## config.mk

```make
export PLATFORM = sky130hd
export DESIGN_NAME = pingpong_reader
export DESIGN_NICKNAME = d
export VERILOG_FILES = /design/src/rtl/pingpong_reader.sv
export SDC_FILE = /design/constraint.sdc
export NUM_CORES = 1
export LEC_CHECK = 0
export CAP_MARGIN = 20
export CORE_ASPECT_RATIO = 0.75
export CORE_UTILIZATION = 40
export DETAILED_ROUTE_END_ITERATION = 8
export DONT_BUFFER_PORTS = 1
export HOLD_SLACK_MARGIN = 0.08
export PLACE_DENSITY = 0.5
export RECOVER_POWER = 100
export SYNTH_ARGS = -nofsm -noshare
export SYNTH_HDL_FRONTEND = slang
export SYNTH_SLANG_ARGS = --single-unit
```

## constraint.sdc

```tcl
create_clock -name clk -period 5.07 [get_ports clk]
set_input_delay 0.7605 -clock clk [delete_from_list [all_inputs] [get_ports clk]]
set_output_delay 0.7605 -clock clk [all_outputs]
set_load 0.02 [all_outputs]
```

## src/rtl/pingpong_reader.sv

```systemverilog
// Read-side controller for a two-bank ping-pong buffer: drains a full bank from a
// synchronous RAM through a 2-entry skid buffer onto a valid/ready stream.
module pingpong_reader #(
    parameter int AW = 5,
    parameter int DW = 16
) (
    input  logic          clk,
    input  logic          rst,
    input  logic          run,
    input  logic [1:0]    bank_full,
    output logic [1:0]    bank_release,
    output logic          ram_rd_en,
    output logic [AW:0]   ram_addr,
    input  logic [DW-1:0] ram_dout,
    output logic [DW-1:0] out_data,
    output logic          out_valid,
    input  logic          out_ready,
    output logic          out_last,
    output logic          cur_bank,
    output logic [1:0]    state,
    output logic          err
);

    typedef enum logic [1:0] {
        ST_IDLE = 2'd0,
        ST_WAIT = 2'd1,
        ST_READ = 2'd2,
        ST_DONE = 2'd3
    } state_t;

    state_t        r_state;
    logic          r_cur_bank;
    logic [AW-1:0] r_issue_cnt;
    logic          r_words_left;
    logic          r_inflight;
    logic          r_inflight_last;
    logic          r_err;

    // Skid buffer entries carry {last, data}
    logic [DW:0]   r_fifo [2];
    logic          r_rd_ptr;
    logic          r_wr_ptr;
    logic [1:0]    r_occ;

    logic          w_pop;
    logic          w_rd_en;
    logic          w_cnt_max;
    logic [DW:0]   w_head;
    logic [2:0]    w_pending;

    assign w_head    = r_fifo[r_rd_ptr];
    assign w_pop     = out_valid && out_ready;
    assign w_cnt_max = &r_issue_cnt;

    // Words already committed to the buffer after this cycle's pop; a new read
    // is only safe while that leaves room for the word it will return.
    assign w_pending = 3'(r_occ) + 3'(r_inflight) - 3'(w_pop);
    assign w_rd_en   = (r_state == ST_READ) && r_words_left && (w_pending < 3'd2);

    always_ff @(posedge clk or posedge rst) begin
        if (rst) begin
            r_state      <= ST_IDLE;
            r_cur_bank   <= 1'b0;
            r_issue_cnt  <= '0;
            r_words_left <= 1'b0;
            r_err        <= 1'b0;
        end else begin
            // NOTE: sequential state uses <= only, so every branch below sees
            // the pre-edge values of all registers regardless of statement order.
            case (r_state)
                ST_IDLE: begin
                    if (run) begin
                        r_state     <= ST_WAIT;
                        r_issue_cnt <= '0;
                    end
                end
                ST_WAIT: begin
                    if (bank_full[r_cur_bank]) begin
                        r_state      <= ST_READ;
                        r_issue_cnt  <= '0;
                        r_words_left <= 1'b1;
                    end
                end
                ST_READ: begin
                    if (w_rd_en) begin
                        if (w_cnt_max) r_words_left <= 1'b0;
                        else           r_issue_cnt  <= r_issue_cnt + 1'b1;
                    end
                    if (!bank_full[r_cur_bank]) r_err <= 1'b1;
                    if (w_pop && w_head[DW])    r_state <= ST_DONE;
                end
                ST_DONE: begin
                    if (!bank_full[r_cur_bank]) r_err <= 1'b1;
                    r_cur_bank  <= ~r_cur_bank;
                    r_issue_cnt <= '0;
                    r_state     <= run ? ST_WAIT : ST_IDLE;
                end
                default: r_state <= ST_IDLE;
            endcase
        end
    end

    always_ff @(posedge clk or posedge rst) begin
        if (rst) begin
            // NOTE: the two skid entries are reset so out_data reads 0 out of
            // reset; a real RAM array would be left unreset.
            r_fifo[0]       <= '0;
            r_fifo[1]       <= '0;
            r_rd_ptr        <= 1'b0;
            r_wr_ptr        <= 1'b0;
            r_occ           <= 2'd0;
            r_inflight      <= 1'b0;
            r_inflight_last <= 1'b0;
        end else begin
            r_inflight      <= w_rd_en;
            r_inflight_last <= w_rd_en && w_cnt_max;
            if (r_inflight) begin
                r_fifo[r_wr_ptr] <= {r_inflight_last, ram_dout};
                r_wr_ptr         <= ~r_wr_ptr;
            end
            if (w_pop) r_rd_ptr <= ~r_rd_ptr;
            r_occ <= r_occ + 2'(r_inflight) - 2'(w_pop);
        end
    end

    assign ram_rd_en    = w_rd_en;
    assign ram_addr     = {r_cur_bank, r_issue_cnt};
    assign out_data     = w_head[DW-1:0];
    assign out_valid    = (r_occ != 2'd0);
    assign out_last     = out_valid && w_head[DW];
    assign cur_bank     = r_cur_bank;
    assign state        = r_state;
    assign err          = r_err;
    assign bank_release = (r_state == ST_DONE) ? (r_cur_bank ? 2'b10 : 2'b01) : 2'b00;

endmodule

```

==> impl_metrics.tcl, run 1 <==
set metrics [dict create \
    path_clk_slew_ns 0.08 \
    ys_ff_latch 50 \
    pwr-share-seq_pct 43.7 \
    finalCritPeriodShare_pct 80.1 \
    slew_headroom_pct -9.04 \
    gp_congestion 0.758 \
    grt_pass1_wl_um 6840 \
    power_frac_comb_pct 42.2 \
    violations "max-capacitance violations, max-slew violations" \
    cts_resized 0 \
    synth_area_leaders "dfrtp_1 (52%), mux2_2 (24%), ha_1 (4.7%), inv_1 (1.9%), nand3_1 (1.5%)" \
    status "finished with violations" \
    fmax_mhz 246 \
    holdCritPathClass "in2async" \
    dp_hpwl_um 2890 \
    rows 23 \
    seq_area_frac_synth_pct 52.4 \
    yosys_warnings 0 \
    ant_nets 0 \
    drive_gt1_share_pct 23.9 \
    overflow 0 \
    synth_ff_type "dfrtp_1" \
    synth_edf_count 0 \
    rsz0062_at_grt "false" \
    crit_arrival_ns 3.30 \
    syn_nets 210 \
    crit_required_ns 4.31 \
    wire_per_inst_um 16.3 \
    io_buffers 0 \
    syn_area_per_cell_sq_um 13.4 \
    clk_latency_ns 0.30 \
    clkPwrFrac_pct 14.2 \
    final-max-slew-violation-count 32 \
    synth_common_cells "dfrtp_1 (50), mux2_2 (50), inv_1 (12)" \
    cp_slowest_stage_delay_ns 1.03 \
    nFillCells 513 \
    h-tree-depth 2 \
    tightest_slew_ns 1.64 \
    cap_violations 1 \
    cts_hold_buf 0 \
    regArea_sq_um 1250 \
    coreArea_sq_um 5550 \
    clock_path_buffers 2 \
    cts_tree "built" \
    p_sw_mw 0.661 \
    synthArstFlopShare_pct 100 \
    synth_cell_types 32 \
    cts_root_buffer "clkbuf_8" \
    drc 0 \
    final_cells 255 \
    path_class "reg2out" \
    leakage_nw 1.16 \
    grtUsageTotal_pct 14.4 \
    p_sw_share_pct 40.2 \
    critPathMaxFanout 4 \
    fin_crit_ns 4.06 \
    cp_slowest_cell "nor4b_1" \
    netlist_instances 178 \
    vias_per_cell 5.27 \
    boundaryPins 53 \
    end_kind "output port" \
    area_delta_synth_final_pct 5.19 \
    synth_top_area_share_pct 52.4 \
    placed_cells 246 \
    finClkSkew_ns 0.0124 \
    tns_ns 0 \
    path_cells "o21ai_0, inv_1, ha_1, inv_1, ha_1, fa_1, xor2_1, nor4b_1" \
    cts.sinks 50 \
    hold_violations 0 \
    start_util_pct 43.0 \
    antenna_found_initial 0 \
    p_per_area_nw_per_um2 654 \
    startpoint_type "register" \
    first_pass_iters 4 \
    final-setup-viol-count 0 \
    design.die.area_sq_um 6290 \
    synthesis.area_sq_um 2390 \
    vdd_drop_max_mv 0.245 \
    multi_input_area_sq_um 1030 \
    grt_max_degree 51 \
    drt-total-wl_um 4170 \
    p_int_mw 0.982 \
    drt-initial-drc-count 14 \
    diodes 0 \
    cts_buffers 5 \
    die_x_um 91.2 \
    die_y_um 68.9 \
    place_area_sq_um 2440 \
    postCtsSetupBuffers 0 \
    route.vias.total 1345 \
    fin_area_sq_um 2510 \
    grt_pass1_vias 1372 \
    synth_top_cell_by_area "dfrtp_1" \
    nNetsFinal 211 \
]
routing by layer:
metal	routed length, um	up-vias	GRT usage, %
met2	1930	38	22.3
li1	-	624	-
met5	0	-	0
met4	36	0	4.76
met1	1900	678	19.0
met3	295	5	5.37
layout by cell type (no fill, tap or decap):
master,instances
nand2_1,6
a22o_1,3
nor2_1,1
dfrtp_1,50
and2b_1,1
clkinv_2,1
a211o_1,1
inv_1,12
nand2b_1,3
ha_1,9
clkbuf_1,2
xor2_1,3
or3_1,2
mux2i_1,3
clkbuf_8,6
nor4b_1,1
o21ai_0,4
mux2_1,16
a211oi_1,1
and2_0,2
and3_1,4
nor4_1,1
nand3_1,7
a21o_2,1
mux2_2,34
mux2_4,1
a21oi_1,1
fa_1,1
and4bb_1,1
a32o_1,1
xnor2_1,1
power by group through the flow:
stage	clock (mW)	combinational, mW	sequential (mW)
after floorplan	0	0.702	0.661
after global placement	0	0.729	0.713
after detailed placement	0	0.747	0.728
after CTS	0.244	0.751	0.719
after global routing	0.262	0.760	0.746
final	0.233	0.693	0.718
worst paths after layout:
kind                               start           end  slack [ns]  cells after the start
min in group clk                r_wr_ptr      r_wr_ptr        0.49                      1
max in group asynchronous            rst     r_fifo[7]        2.64                      2
worst min-delay path                 rst     r_fifo[2]        0.47                      1
worst max register to register  r_occ[1]  r_words_left        1.59                     10
worst min register to register  r_wr_ptr      r_wr_ptr        0.49                      1
worst max-delay path            r_occ[1]     ram_rd_en        1.01                      8
flip-flops by register name, indices dropped and copies added (netlist names):
| name | flops |
|---|---|
| r_words_left | 1 |
| r_inflight_last | 1 |
| r_issue_cnt | 5 |
| r_fifo | 34 |
| state | 2 |
| r_rd_ptr | 1 |
| r_occ | 2 |
| r_wr_ptr | 1 |
| cur_bank | 1 |
| r_inflight | 1 |
| err | 1 |
worst max-delay path: cells and delay by family (launching register included):
| kind | cells | cell delay, ns |
|---|---|---|
| and+or+nand+nor | 1 | 1.03 |
| adders and majority gates | 3 | 0.83 |
| DFF | 1 | 0.42 |
| AOI/OAI and AO/OA | 1 | 0.33 |
| xor gates and xnor gates | 1 | 0.28 |
| buffers and inverters | 2 | 0.12 |
kinds of logic (layout without fill, tap and decap cells):
logic type,count (synthesis),count (layout),share of synthesized area (%)
multiplexers,54,54,25.5
flip-flops,50,50,52.4
adder cells (fa/ha/maj),10,10,5.55
AO/OA/AOI/OAI,12,12,3.98
AND/OR/NAND/NOR,29,29,7.60
buffers and inverters,19,21,3.56
XOR/XNOR,4,4,1.47
metrics by stage:
stage	util [%]	worst slack (ns)	power [mW]	hold WS (ns)
after floorplan	-	1.72	1.36	0.454
after CTS	45.6	1.39	1.71	0.488
after detailed placement	44.0	1.55	1.48	0.475
after global placement	44.0	1.59	1.44	0.469
final	45.2	1.01	1.64	0.467
after global routing	45.2	0.709	1.77	0.514
final cells by class:
cell class	instances	area share (%)
sequential	50	49.8
multi-input combinational	109	40.9
tap	75	3.74
clock buffer	7	3.44
inverter	12	1.79
clock inverter	1	0.199
timing repair buffer	1	0.149
(Power assumes the default switching activity.)
==> inputs of run 2 (changes only) <==
--- a/config.mk
+++ b/config.mk
@@ -5,13 +5,14 @@
 export SDC_FILE = /design/constraint.sdc
 export NUM_CORES = 1
 export LEC_CHECK = 0
+export ABC_AREA = 1
 export CAP_MARGIN = 20
 export CORE_ASPECT_RATIO = 0.75
 export CORE_UTILIZATION = 40
 export DETAILED_ROUTE_END_ITERATION = 8
 export DONT_BUFFER_PORTS = 1
 export HOLD_SLACK_MARGIN = 0.08
-export PLACE_DENSITY = 0.5
+export PLACE_DENSITY = 0.52
 export RECOVER_POWER = 100
 export SYNTH_ARGS = -nofsm -noshare
 export SYNTH_HDL_FRONTEND = slang
==> constraint.sdc (replaced) <==
create_clock -name clk -period 3.4 [get_ports clk]
set_input_delay 0.51 -clock clk [delete_from_list [all_inputs] [get_ports clk]]
set_output_delay 0.51 -clock clk [all_outputs]
set_load 0.02 [all_outputs]
==> impl_metrics.tcl, run 2 <==
set metrics [dict create \
    status "finished with violations" \
    violations "max-capacitance violations, max-slew violations" \
    antenna_found_initial 0 \
    fin_crit_ns 3.11 \
    cts_resized 0 \
    fmax_mhz 321 \
    hold_path_end "r_fifo[0]" \
    finalCritPeriodShare_pct 91.6 \
    nNetsFinal 300 \
    leakage_nw 1.34 \
    top_regs "r_fifo: 34 flops, r_issue_cnt: 5 flops" \
    start_util_pct 42.0 \
    p_int_mw 1.36 \
    critPathMaxFanout 5 \
    syn_nets 298 \
    p_sw_share_pct 45.2 \
    cts_buffers 5 \
    netlist_instances 266 \
    area_delta_synth_final_pct 4.83 \
    setup_slack_ns 0.286 \
    final-setup-viol-count 0 \
    crit_arrival_ns 2.60 \
    rows 24 \
    path_common_cell "inv_1" \
    place_ws_ns 0.603 \
    design.die.area_sq_um 6470 \
    vias_per_cell 4.68 \
    synth_top_cell_by_area "dfrtp_1" \
    rsz0062_at_grt "false" \
    synth_ff_type "dfrtp_1" \
    grt_pass1_wl_um 7690 \
    startpoint_type "register" \
    drt-total-wl_um 4610 \
    rrSetupSlack_ns 0.64 \
    route.vias.total 1623 \
    power.total_mw 2.48 \
    wire_per_inst_um 13.3 \
    die_y_um 69.9 \
    drc 0 \
    overflow 0 \
    min-delay-start "ram_dout[0]" \
    boundaryPins 53 \
    drt-initial-drc-count 52 \
    synth_xor_area_share_pct 1.07 \
    end_kind "output port" \
    synth_common_cells "nand2_1 (70), dfrtp_1 (50), o21ai_1 (36)" \
    holdCritPathClass "in2reg" \
    seq_area_frac_synth_pct 50.9 \
    ys_ff_latch 50 \
    r2r_cells 14 \
    hold_violations 0 \
    tns_ns 0 \
    timing.rr.end "r_issue_cnt[1]" \
    top_layer "met4" \
    synthMuxAreaShare_pct 7.33 \
    regMostFlops "r_fifo" \
    first_pass_iters 4 \
    final-max-slew-violation-count 38 \
    diodes 0 \
    path_clk_slew_ns 0.09 \
    crit_required_ns 2.89 \
    synth_top_area_share_pct 50.9 \
    layout_commonest_cell "nand2_1" \
    cp_slowest_cell "fa_1" \
    tightest_slew_ns 1.96 \
    ant_nets 0 \
    postCtsSetupBuffers 0 \
    die_x_um 92.5 \
    grt_pass1_vias 1576 \
    finClkSkew_ns 0.00869 \
    synth_top_family_by_area "simple AND/OR/NAND/NOR gates" \
    drive_gt1_share_pct 5.95 \
    clock_path_buffers 2 \
    synth_compound_area_share_pct 8.55 \
    cts.sinks 50 \
    dp_hpwl_um 3110 \
    vdd_drop_max_mv 0.312 \
    met2WireLength_um 1860 \
    synthArstFlopShare_pct 100 \
    cap_violations 1 \
    synthSimpleGateAreaFrac_pct 18.1 \
    synth_area_leaders "dfrtp_1 (51%), nand2_1 (11%), o21ai_1 (7.3%), mux2_1 (7.3%), inv_1 (5.2%)" \
    cp_slowest_stage_delay_ns 0.45 \
    h-tree-depth 2 \
    clk_latency_ns 0.30 \
    met1_length_um 2440 \
    io_buffers 0 \
    final_cell_mix "nand2_1 (71), dfrtp_1 (50), inv_1 (35), o21ai_0 (35), mux2_1 (16)" \
    grtUsageTotal_pct 15.5 \
    slew_headroom_pct -30.7 \
    placed_cells 335 \
    grt_max_degree 47 \
    cts_tree "built" \
    syn_area_per_cell_sq_um 9.24 \
    synthesis.area_sq_um 2460 \
    r2r_start "r_occ[1]" \
    synth_fa_ha_area_share_pct 5.39 \
    clkPwrFrac_pct 14.4 \
    hold_depth 2 \
    route.met3.wl_um 254 \
    largest_register_ffs 34 \
    synth_cell_types 28 \
    synth_edf_count 0 \
    p_per_area_nw_per_um2 961 \
    path_class "reg2out" \
    cts_root_buffer "clkbuf_8" \
    p_sw_mw 1.12 \
    gp_congestion 0.753 \
    final_cells 347 \
    path_cells "inv_2, nand2_1, nand2_1, inv_1, ha_1, inv_1, ha_1, fa_1, nor2_1, nand2_4, inv_1" \
    yosys_warnings 0 \
    pwr-share-seq_pct 44.3 \
    coreArea_sq_um 5860 \
    synth.most_common_cell "nand2_1" \
    power_frac_comb_pct 41.3 \
]
[run 2: worst max path at each step]
stage               startpoint         to  slack [ns]  depth (start not counted)
finish                r_occ[1]  ram_rd_en        0.29                         11
global route               rst   r_wr_ptr        0.09                          3
CTS                   r_occ[1]  ram_rd_en        0.26                         11
detailed placement    r_occ[1]  ram_rd_en        0.60                         11
global placement      r_occ[1]  ram_rd_en        0.66                         11
floorplan             r_occ[1]  ram_rd_en        0.76                         11
[run 2: final cells by class]
type / count / area, sq um
Sequential cell: 50 / 1250
Fill cell: 636 / 3280
Timing Repair Buffer: 5 / 25.0
Clock buffer: 7 / 86.3
Inverter: 39 / 149
Tap cell: 78 / 97.6
Clock inverter: 1 / 5.00
Multi-Input combinational cell: 167 / 963
[run 2: power by group through the flow]
stage,combinational [mW],sequential (mW),clock (mW)
2_1_floorplan,1.04,1.01,0
3_3_place_gp,1.10,1.10,0
3_5_place_dp,1.11,1.11,0
4_1_cts,1.12,1.10,0.372
5_1_grt,1.16,1.14,0.399
6_report,1.02,1.10,0.357
[run 2: layer usage]
layer | track usage [%] | vias to the layer above
met1 | 22.2 | 751
li1 | - | 839
met5 | 0 | -
met2 | 21.3 | 28
met4 | 5.73 | 0
met3 | 5.45 | 5
[run 2: what timing repair did]
item / in CTS / in global routing
hold buffers: 0 / 1
setup endpoints to repair: 0 / 0
endpoints found under the hold margin: 0 / 8
[run 2: kinds of logic after synthesis]
kind of cell    count (synthesis)
simple gates                   98
flops                          50
buf+inv                        49
compound gates                 40
mux                            16
fa+ha+maj                      10
xor+xnor                        3
[run 2: worst max-delay path: cells and delay by family, from the launching register on]
kind                       cells  cell delay (ns)
adders and majority gates      3             0.90
buffers and inverters          4             0.38
DFF                            1             0.39
and+or+nand+nor                4             0.65
[run 2: metrics by stage]
step                      utilization, %  hold slack (ns)  instance area (sq um)
after floorplan                        -            0.452                   2460
after global placement              42.7            0.463                   2500
after detailed placement            42.7            0.472                   2500
after CTS                           44.3            0.333                   2590
after global routing                44.0            0.354                   2580
final                               44.0            0.354                   2580
